File: config.mk
export PLATFORM = sky130hd
export DESIGN_NAME = pipe_stage
export DESIGN_NICKNAME = d
export VERILOG_FILES = /design/src/rtl/pipe_stage.sv
export SDC_FILE = /design/constraint.sdc
export NUM_CORES = 1
export LEC_CHECK = 0
export CAP_MARGIN = 20
export CORE_MARGIN = 2
export CORE_UTILIZATION = 44
export CTS_CLUSTER_SIZE = 28
export DETAILED_ROUTE_END_ITERATION = 8
export PLACE_DENSITY = 0.88
export SLEW_MARGIN = 15
export SYNTH_ARGS = -nofsm -noshare
export SYNTH_HDL_FRONTEND = slang
export SYNTH_SLANG_ARGS = --single-unit
File: constraint.sdc
create_clock -name clk -period 2.12 [get_ports clk]
set_input_delay 0.318 -clock clk [delete_from_list [all_inputs] [get_ports clk]]
set_output_delay 0.318 -clock clk [all_outputs]
set_load 0.005 [all_outputs]
File: src/rtl/pipe_stage.sv
// rtl/pipe_stage.sv - valid/ready pipeline stage register with flush and optional skid entry
//
// Purpose:
//   Generic stage register placed between pipeline stages. All control and
//   data fields of a stage boundary travel concatenated in one payload vector.
//   The stage adds stall backpressure, bubble insertion and a synchronous flush.
//
// Configuration macro:
//   PIPE_STAGE_SKID_EN  defined   -> two entries (main + skid); in_ready comes
//                                    straight from registered state, so there
//                                    is no out_ready -> in_ready path.
//                       undefined -> single entry; in_ready depends
//                                    combinationally on out_ready.
//
// Parameters:
//   DATA_W     payload width in bits
//   RST_VAL    payload value loaded on reset
//
// Ports:
//   clk        clock, all state updates on the rising edge
//   rst        synchronous active-high reset (highest priority)
//   flush      synchronous kill of every held entry (beats the handshake)
//   in_valid   upstream entry valid
//   in_ready   stage accepts an entry this cycle
//   in_data    upstream payload
//   out_valid  downstream entry valid (0 = bubble)
//   out_ready  downstream accepts this cycle
//   out_data   registered downstream payload
//   occupancy  number of held entries (0..2)

module pipe_stage #(
    parameter int unsigned        DATA_W  = 104,
    parameter logic [DATA_W-1:0]  RST_VAL = {DATA_W{1'b0}}
) (
    input  logic              clk,
    input  logic              rst,
    input  logic              flush,
    input  logic              in_valid,
    output logic              in_ready,
    input  logic [DATA_W-1:0] in_data,
    output logic              out_valid,
    input  logic              out_ready,
    output logic [DATA_W-1:0] out_data,
    output logic [1:0]        occupancy
);

    // State mirrors occupancy: EMPTY = 0 entries, ONE = main only,
    // TWO = main plus skid (reachable only in the skid build).
    typedef enum logic [1:0] {
        EMPTY = 2'd0,
        ONE   = 2'd1,
        TWO   = 2'd2
    } state_e;

    state_e            state_q, state_d;
    logic [DATA_W-1:0] main_q,  main_d;
`ifdef PIPE_STAGE_SKID_EN
    logic [DATA_W-1:0] skid_q,  skid_d;
`endif

    logic in_fire;
    logic out_fire;

    assign out_valid = (state_q != EMPTY);
    assign out_data  = main_q;

`ifdef PIPE_STAGE_SKID_EN
    // Ready is decoded from registered state only, which cuts the ready
    // chain between neighbouring stages.
    assign in_ready = (state_q != TWO) && !rst;
`else
    // Single entry: a held entry must leave this cycle for a new one to enter.
    assign in_ready = (!out_valid || out_ready) && !rst;
`endif

    assign in_fire  = in_valid && in_ready;
    assign out_fire = out_valid && out_ready;

    always_comb begin
        case (state_q)
            EMPTY:   occupancy = 2'd0;
            ONE:     occupancy = 2'd1;
            TWO:     occupancy = 2'd2;
            default: occupancy = 2'd0;
        endcase
    end

    // Next-state and payload selection. Payload registers are not touched by
    // flush; their contents are meaningless once out_valid drops.
    always_comb begin
        state_d = state_q;
        main_d  = main_q;
`ifdef PIPE_STAGE_SKID_EN
        skid_d  = skid_q;
`endif
        if (flush) begin
            state_d = EMPTY;
        end else begin
            case (state_q)
                EMPTY: begin
                    if (in_fire) begin
                        state_d = ONE;
                        main_d  = in_data;
                    end
                end
                ONE: begin
                    if (in_fire && out_fire) begin
                        // Head leaves while the new entry takes its place.
                        main_d = in_data;
                    end else if (in_fire) begin
`ifdef PIPE_STAGE_SKID_EN
                        // Downstream stalled: park the new entry behind main.
                        state_d = TWO;
                        skid_d  = in_data;
`else
                        // Cannot happen: in_ready already requires out_ready.
                        state_d = ONE;
`endif
                    end else if (out_fire) begin
                        state_d = EMPTY;
                    end
                end
                TWO: begin
`ifdef PIPE_STAGE_SKID_EN
                    // in_ready is low here, so only the drain can happen.
                    if (out_fire) begin
                        state_d = ONE;
                        main_d  = skid_q;
                    end
`else
                    state_d = EMPTY;
`endif
                end
                default: begin
                    state_d = EMPTY;
                end
            endcase
        end
    end

    always_ff @(posedge clk) begin
        if (rst) begin
            state_q <= EMPTY;
            main_q  <= RST_VAL;
`ifdef PIPE_STAGE_SKID_EN
            skid_q  <= RST_VAL;
`endif
        end else begin
            state_q <= state_d;
            main_q  <= main_d;
`ifdef PIPE_STAGE_SKID_EN
            skid_q  <= skid_d;
`endif
        end
    end

endmodule

Word level (Yosys, flattened, before mapping) --
Index checks and enable logic that the tools add are counted.
Storage, ports and cells: register bits after elaboration 106, input bits 109, output and inout bits 108, word-level logic and storage cells 31
Cells by class: equal/unequal tests 6, mux-type cells 9, bitwise logic cells 1, reductions and logical operators 13
Operators by type and width (number):
- two-way mux 104 bit | 2
- one-hot mux 104 bit (2 select lines) | 1
- two-way mux 2 bit | 4
- one-hot mux 2 bit (2 select lines) | 2
- inequality test 2 bit (second input constant) | 3
- logical AND 1 bit | 4
- AND reduction 4 bit | 1
- nonzero test 2 bit | 2
- inequality test 3 bit (second input constant) | 1
- AND reduction 3 bit | 1
- equality test 2 x 1 -> 1 bit (second input constant) | 1
- equality test 2 bit (second input constant) | 1
- zero test 1 bit | 2
- zero test 2 bit | 1
- OR reduction 2 bit | 1
- logical OR 1 bit | 1
- inverter 1 bit | 1

Depth between registers and ports, before layout --
Gate-level depths: netlist of run 1.
word-level depth 8, depth in mapped cells 7

Worst setup path after synthesis of run 1 --
OpenSTA, ideal clock, no wires.
path kind in2reg, start input port rst, end register main_q[56] (netlist: out_data[56]), arrival 1248 ps, path slack 757 ps, stages 7, buffers on the path 4, cells stage by stage buf_2 nor3b_2 buf_4 buf_6 buf_6 a21oi_1 a31o_1
Between the ends: longest elaborated chain between the ends 6, elaborated cells on any way between the ends 7, those cells by class 2 x eq/ne; 5 x reduce/logical
Ends and longest elaborated chain:
- start: declaration | line 36 | input logic rst,
- zero test 1 bit | line 73 | assign in_ready = (!out_valid || out_ready) && !rst;
- logical AND 1 bit | line 73
- logical AND 1 bit | line 76 | assign in_fire = in_valid && in_ready;
- logical AND 1 bit | line 107 | if (in_fire && out_fire) begin
- inequality test 2 bit (no source line)
- AND reduction 4 bit (no source line)
- end signal: assignment | line 150 | main_q <= main_d;
- end: declaration | line 56 | logic [DATA_W-1:0] main_q, main_d;
Parallel ways exist; a longest one is shown, timed or not. A chain may end at the register's enable or synchronous reset.

Worst setup path in the final report of run 1 --
start register state_q[0], end output port in_ready
Between the ends: longest elaborated chain between the ends 4
Ends and longest elaborated chain:
- start: declaration | line 55 | state_e state_q, state_d;
- start signal: assignment | line 149 | state_q <= state_d;
- nonzero test 2 bit | line 64 | assign out_valid = (state_q != EMPTY);
- zero test 1 bit | line 73
- logical OR 1 bit | line 73
- logical AND 1 bit | line 73
- end: declaration | line 39 | output logic in_ready,
Every way passes these cells.

==> results of run 1 <==
==> placed cells by master, fill, tap and decap left out <==
cell / instances
a21oi_1: 104
a31o_1: 20
a31o_2: 84
buf_12: 8
buf_2: 1
buf_4: 10
bufinv_16: 1
clkbuf_1: 3
clkbuf_8: 10
clkdlybuf4s50_1: 214
clkinv_2: 2
conb_1: 1
dfxtp_1: 105
nand2b_1: 104
nand2b_4: 1
nor2_1: 2
nor2b_1: 1
nor3_1: 1
nor3b_4: 1
==> how the worst min path moves through the flow <==
| stage | endpoint | cells after the start | from |
|---|---|---|---|
| global placement | out_data[70] | 3 | out_data[70] |
| global route | state_q[0] | 2 | rst |
| CTS | state_q[0] | 2 | rst |
| detailed placement | out_data[59] | 3 | out_data[59] |
| finish | state_q[0] | 2 | rst |
| floorplan | state_q[0] | 1 | flush |
==> cell usage after synthesis, drive strengths merged <==
master	n
dfxtp	105
nand2b	105
a21oi	104
a31o	104
buf	34
clkbuf	26
nor2	2
conb	1
nor2b	1
nor3	1
nor3b	1
==> kinds of logic (layout without fill, tap and decap cells) <==
logic type             after synthesis  after routing  synth area share (%)
and+or+nand+nor                    110            110                 15.23
DFF                                105            105                 46.51
other                                1              1               0.08298
buffers and inverters               60            249                 6.506
AOI/OAI and AO/OA                  208            208                 31.67
==> worst max-delay path, cell delays in order (launching register included) <==
cell	delay, ps
dfxtp_1	360
nor2b_1	150
nor2_1	100
clkdlybuf4s50_1	520
==> flip-flops by register name (all words and copies together), names as in the netlist <==
name and cells:
out_data 104, state_q 1
==> power by group <==
group	total [mW]	internal (mW)	switching, mW
registers	2.14	2.08	0.0581
logic	0.773	0.520	0.254
clock network	1.23	0.578	0.654
total	4.14	3.18	0.966
==> layout make-up <==
cell class,count,area share (%)
clock inverter,3,0.5739
sequential,105,30.13
multi-input combinational,319,30.63
timing repair buffer,233,34.15
clock buffer,13,2.134
tap,133,2.385
==> routing by layer <==
layer	track usage [%]	wire length (µm)
met2	37.70	6021
met4	10.67	385
met1	25.07	5091
met3	6.803	1005
met5	0	0
==> through the flow <==
stage | total power, mW | utilization, %
after floorplan | 2.467 | -
after detailed placement | 2.957 | 68.81
after global placement | 2.929 | 68.81
final | 4.143 | 70.73
after global routing | 4.312 | 70.73
after CTS | 4.178 | 70.73
==> flow_summary.toml, run 1 <==
[status]
status = "complete, no violations"

[grt]
grt_pass1_wl_um = 20040
grt_overflow_total = 0
grt_usage_pct = 22.12
grt_max_degree = 78
antenna_found_initial = 0
grt_pass1_vias = 4206

[finish]
multi_input_area_mm2 = 0.002137
stdcell_count = 806
seqCellArea_mm2 = 0.002102
final_cell_area_mm2 = 0.006977
layout-drive-gt1-share_pct = 17.53
antenna_cells = 0
area_growth_pct = 54.37
n_fill_cell = 734
fin_nets = 777

[clock_network]
worstSkewPairLatency_ps = 360
post_cts_buffers = 0
clk_path_buf_depth = 2
cts.sinks = 105
hold_buffers = 0
cts.clk_slew.worst_paths_ps = 100
cts-htree-levels = 3
cts_root_buf = "clkbuf_8"
cts_buffers = 9
post_cts_resized = 0
cts_tree = "done"

[worst_setup_path]
crit_start = "state_q[0]"
rr_endpoint = "out_data[28]"
reg2reg_from = "state_q[0]"
cp-start-kind = "flop"
crit_type = "flop to output port"
reg2reg_slack_ps = 760
arrival_ps = 1500
critPathCaptureType = "output port"
rr_worst_depth = 4
crit_fanout = 4
cp_data_required_time_ps = 1800
crit_end = "in_ready"

[pwr]
max-vdd-ir-drop_v = 0.0003676
power.density_mw_per_mm2 = 593.9
p_leak_nw = 2.618

[sta]
setup_tns_ps = 0
rsz0062_at_grt = "no"
fin_crit_sh_pct = 85.52
layout_setup_ws_ps = 307.0
slew_violations = 0
fin_crit_ps = 1813
max_freq_mhz = 551.6
finClkSkew_ps = 8.949
holdWs_ps = 333.1
setup_viol = 0
finalHoldViolCount = 0

[floorplanning]
start_util_pct = 45.81
rows = 36
die_y_um = 105.3
core_mm2 = 0.009864
dieArea_mm2 = 0.01110
dieWidth_um = 105.3
ios = 217

[yosys]
synth.cell_area_mm2 = 0.004519
synthesis.nets = 593
syn_inst = 484
yosysTopAreaCell = "dfxtp_1"
ys_warn_count = 0
synth_top_area_share_pct = 46.51
avgSynthCellArea_um2 = 9.337
synth.distinct_cells = 15
ys_top_cells_by_area = "dfxtp_1 (47%), a31o_2 (16%), nand2b_1 (15%)"
synth_seq_cells = 105
seq_area_frac_synth_pct = 46.51

[routing]
remaining_drc_errors = 0
vias = 4250
viasPerCell = 5.273
route.antenna.remaining_nets = 0
wl_per_cell_um = 15.51
drt_wl_total_um = 12500
drtIter0Drc = 173
first_pass_iters = 4

[placement]
place.gp.congestion = 0.7419
dp_hpwl_um = 8823
io_buffers = 215
place_inst = 790
post-place-ws_ps = 250.5
placed_cell_area_mm2 = 0.006788

[min_path]
hp-class = "input port to flop"

[run]
maxCapViolations = 0
Power figures use the tool's default switching activity.
==> inputs of run 2 (changes only) <==
ABC_CLOCK_PERIOD_IN_PS = 1700   (was default)
CORE_UTILIZATION = 41   (was 44)
PLACE_DENSITY = 0.83   (was 0.88)
clock period = 1.7 ns   (was 2.12 ns; I/O delays follow)
==> run 2 against run 1 <==
Effect of this change: register-to-register slack got worse by 360 ps; sequential cell count did not move; design area rose by 1.0%; critical path type unchanged; highest routed layer unchanged; sequential share of layout area fell by 0.29 points.
==> flow_summary.toml, run 2 (synthesis results as in run 1) <==
[worst_setup_path]
crit_type = "flop to output port"
crit_fanout = 4
crit_chain = "nor2b_1 -> nor2_1 -> dlygate4sd2_1"
slowest_delay_ps = 390
critPathSlowestCell = "dfxtp_2"
cp_data_required_time_ps = 1440
reg2reg_slack_ps = 400
cp-start-kind = "flop"
arrival_ps = 1320
critPathCaptureType = "output port"

[routing]
drtIter0Drc = 273
vias = 4249
first_pass_iters = 4
wl_per_cell_um = 15.25
route.antenna.remaining_nets = 0
viasPerCell = 5.194
drt_wl_total_um = 12480
remaining_drc_errors = 0

[finish]
final_cell_mix = "clkdlybuf4s50_1 (213), nand2b_1 (104), a21oi_1 (104), dfxtp_1 (104), a31o_2 (84)"
largest_reg_flops = 104
post-route-util_pct = 65.31
area_growth_pct = 55.98
antenna_cells = 0
stdcell_count = 818
layout-drive-gt1-share_pct = 18.58
final_common_cell = "clkdlybuf4s50_1"
final_cell_area_mm2 = 0.007049
n_fill_cell = 878
fin_nets = 783

[status]
status = "complete, no violations"

[pwr]
p_leak_nw = 2.663
max-vdd-ir-drop_v = 0.0004534
power.total_mw = 5.195
power.density_mw_per_mm2 = 736.9

[sta]
fin_crit_sh_pct = 92.70
setup_tns_ps = 0
tightest_slew_ps = 504.7
rsz0062_at_grt = "no"
slew-limit-headroom_pct = 66.35
finalHoldViolCount = 0
max_freq_mhz = 634.6
finClkSkew_ps = 10.29
fin_crit_ps = 1576
slew_violations = 0
setup_viol = 0

[clock_network]
post_cts_buffers = 0
cts_buffers = 9
worstSkewPairLatency_ps = 370
cts.sinks = 105
clk_path_buf_depth = 2
cts_root_buf = "clkbuf_8"
hold_buffers = 0
cts-htree-levels = 3
cts_tree = "done"
cts.clk_slew.worst_paths_ps = 100

[placement]
placed_cell_area_mm2 = 0.006854
place.gp.congestion = 0.7308
dp_hpwl_um = 8801
io_buffers = 215
place_inst = 803

[floorplanning]
dieWidth_um = 109.0
rows = 38
start_util_pct = 41.87
dieArea_mm2 = 0.01188
core_mm2 = 0.01079
die_y_um = 109.0
ios = 217

[min_path]
hp-class = "input port to flop"

[grt]
antenna_found_initial = 0
grt_overflow_total = 0
grt_pass1_wl_um = 19440
grt_max_degree = 90
grt_pass1_vias = 4133
grt_usage_pct = 20.68

[run]
maxCapViolations = 0
==> run 2: path summary, 6_finish.rpt <==
path	from	to	depth (start not counted)
max reg2reg	state_q[0]	out_data[81]	4
min	in_data[61]	out_data[61]	2
min reg2reg	out_data[19]	out_data[19]	3
max	state_q[0]	in_ready	3
==> run 2: routing by layer <==
| layer | up-vias | global-route usage [%] | routed length, µm |
|---|---|---|---|
| met5 | - | 0 | 0 |
| met4 | 0 | 8.150 | 281 |
| met3 | 23 | 7.531 | 1101 |
| met2 | 158 | 34.47 | 5887 |
| met1 | 1964 | 24.08 | 5207 |
| li1 | 2104 | - | - |
==> run 2: power breakdown <==
group | total (mW) | internal (mW) | switching [mW]
registers | 2.66 | 2.59 | 0.0698
clock network | 1.56 | 0.750 | 0.810
logic | 0.971 | 0.654 | 0.316
==> run 2: critical path: cells and delay by family, from the launching register on <==
family / cells / cell delay (ps)
flops: 1 / 390
simple gates: 2 / 270
buf+inv: 1 / 290
==> run 2: cell type report <==
class | count | area, µm² | share of cell area [%]
repair buffers | 239 | 2439 | 34.59
flip-flops and latches | 105 | 2103 | 29.84
clock inverters | 3 | 40.04 | 0.5680
clock buffers | 12 | 155.1 | 2.201
well taps | 140 | 175.2 | 2.485
multi-input cells | 319 | 2137 | 30.32
==> run 2: through the flow <==
stage | hold WS (ps) | setup slack [ps]
2_1_floorplan | 331.8 | 399.6
3_3_place_gp | 580.8 | -147.1
3_5_place_dp | 597.6 | -226.0
4_1_cts | 467.3 | 53.36
5_1_grt | 466.8 | 41.45
6_report | 484.2 | 124.2
==> run 2: repair_timing <==
item,CTS,global route
gates cloned,0,0
pin swaps,0,0
setup endpoints to repair,1,1
gates resized for setup,1,1
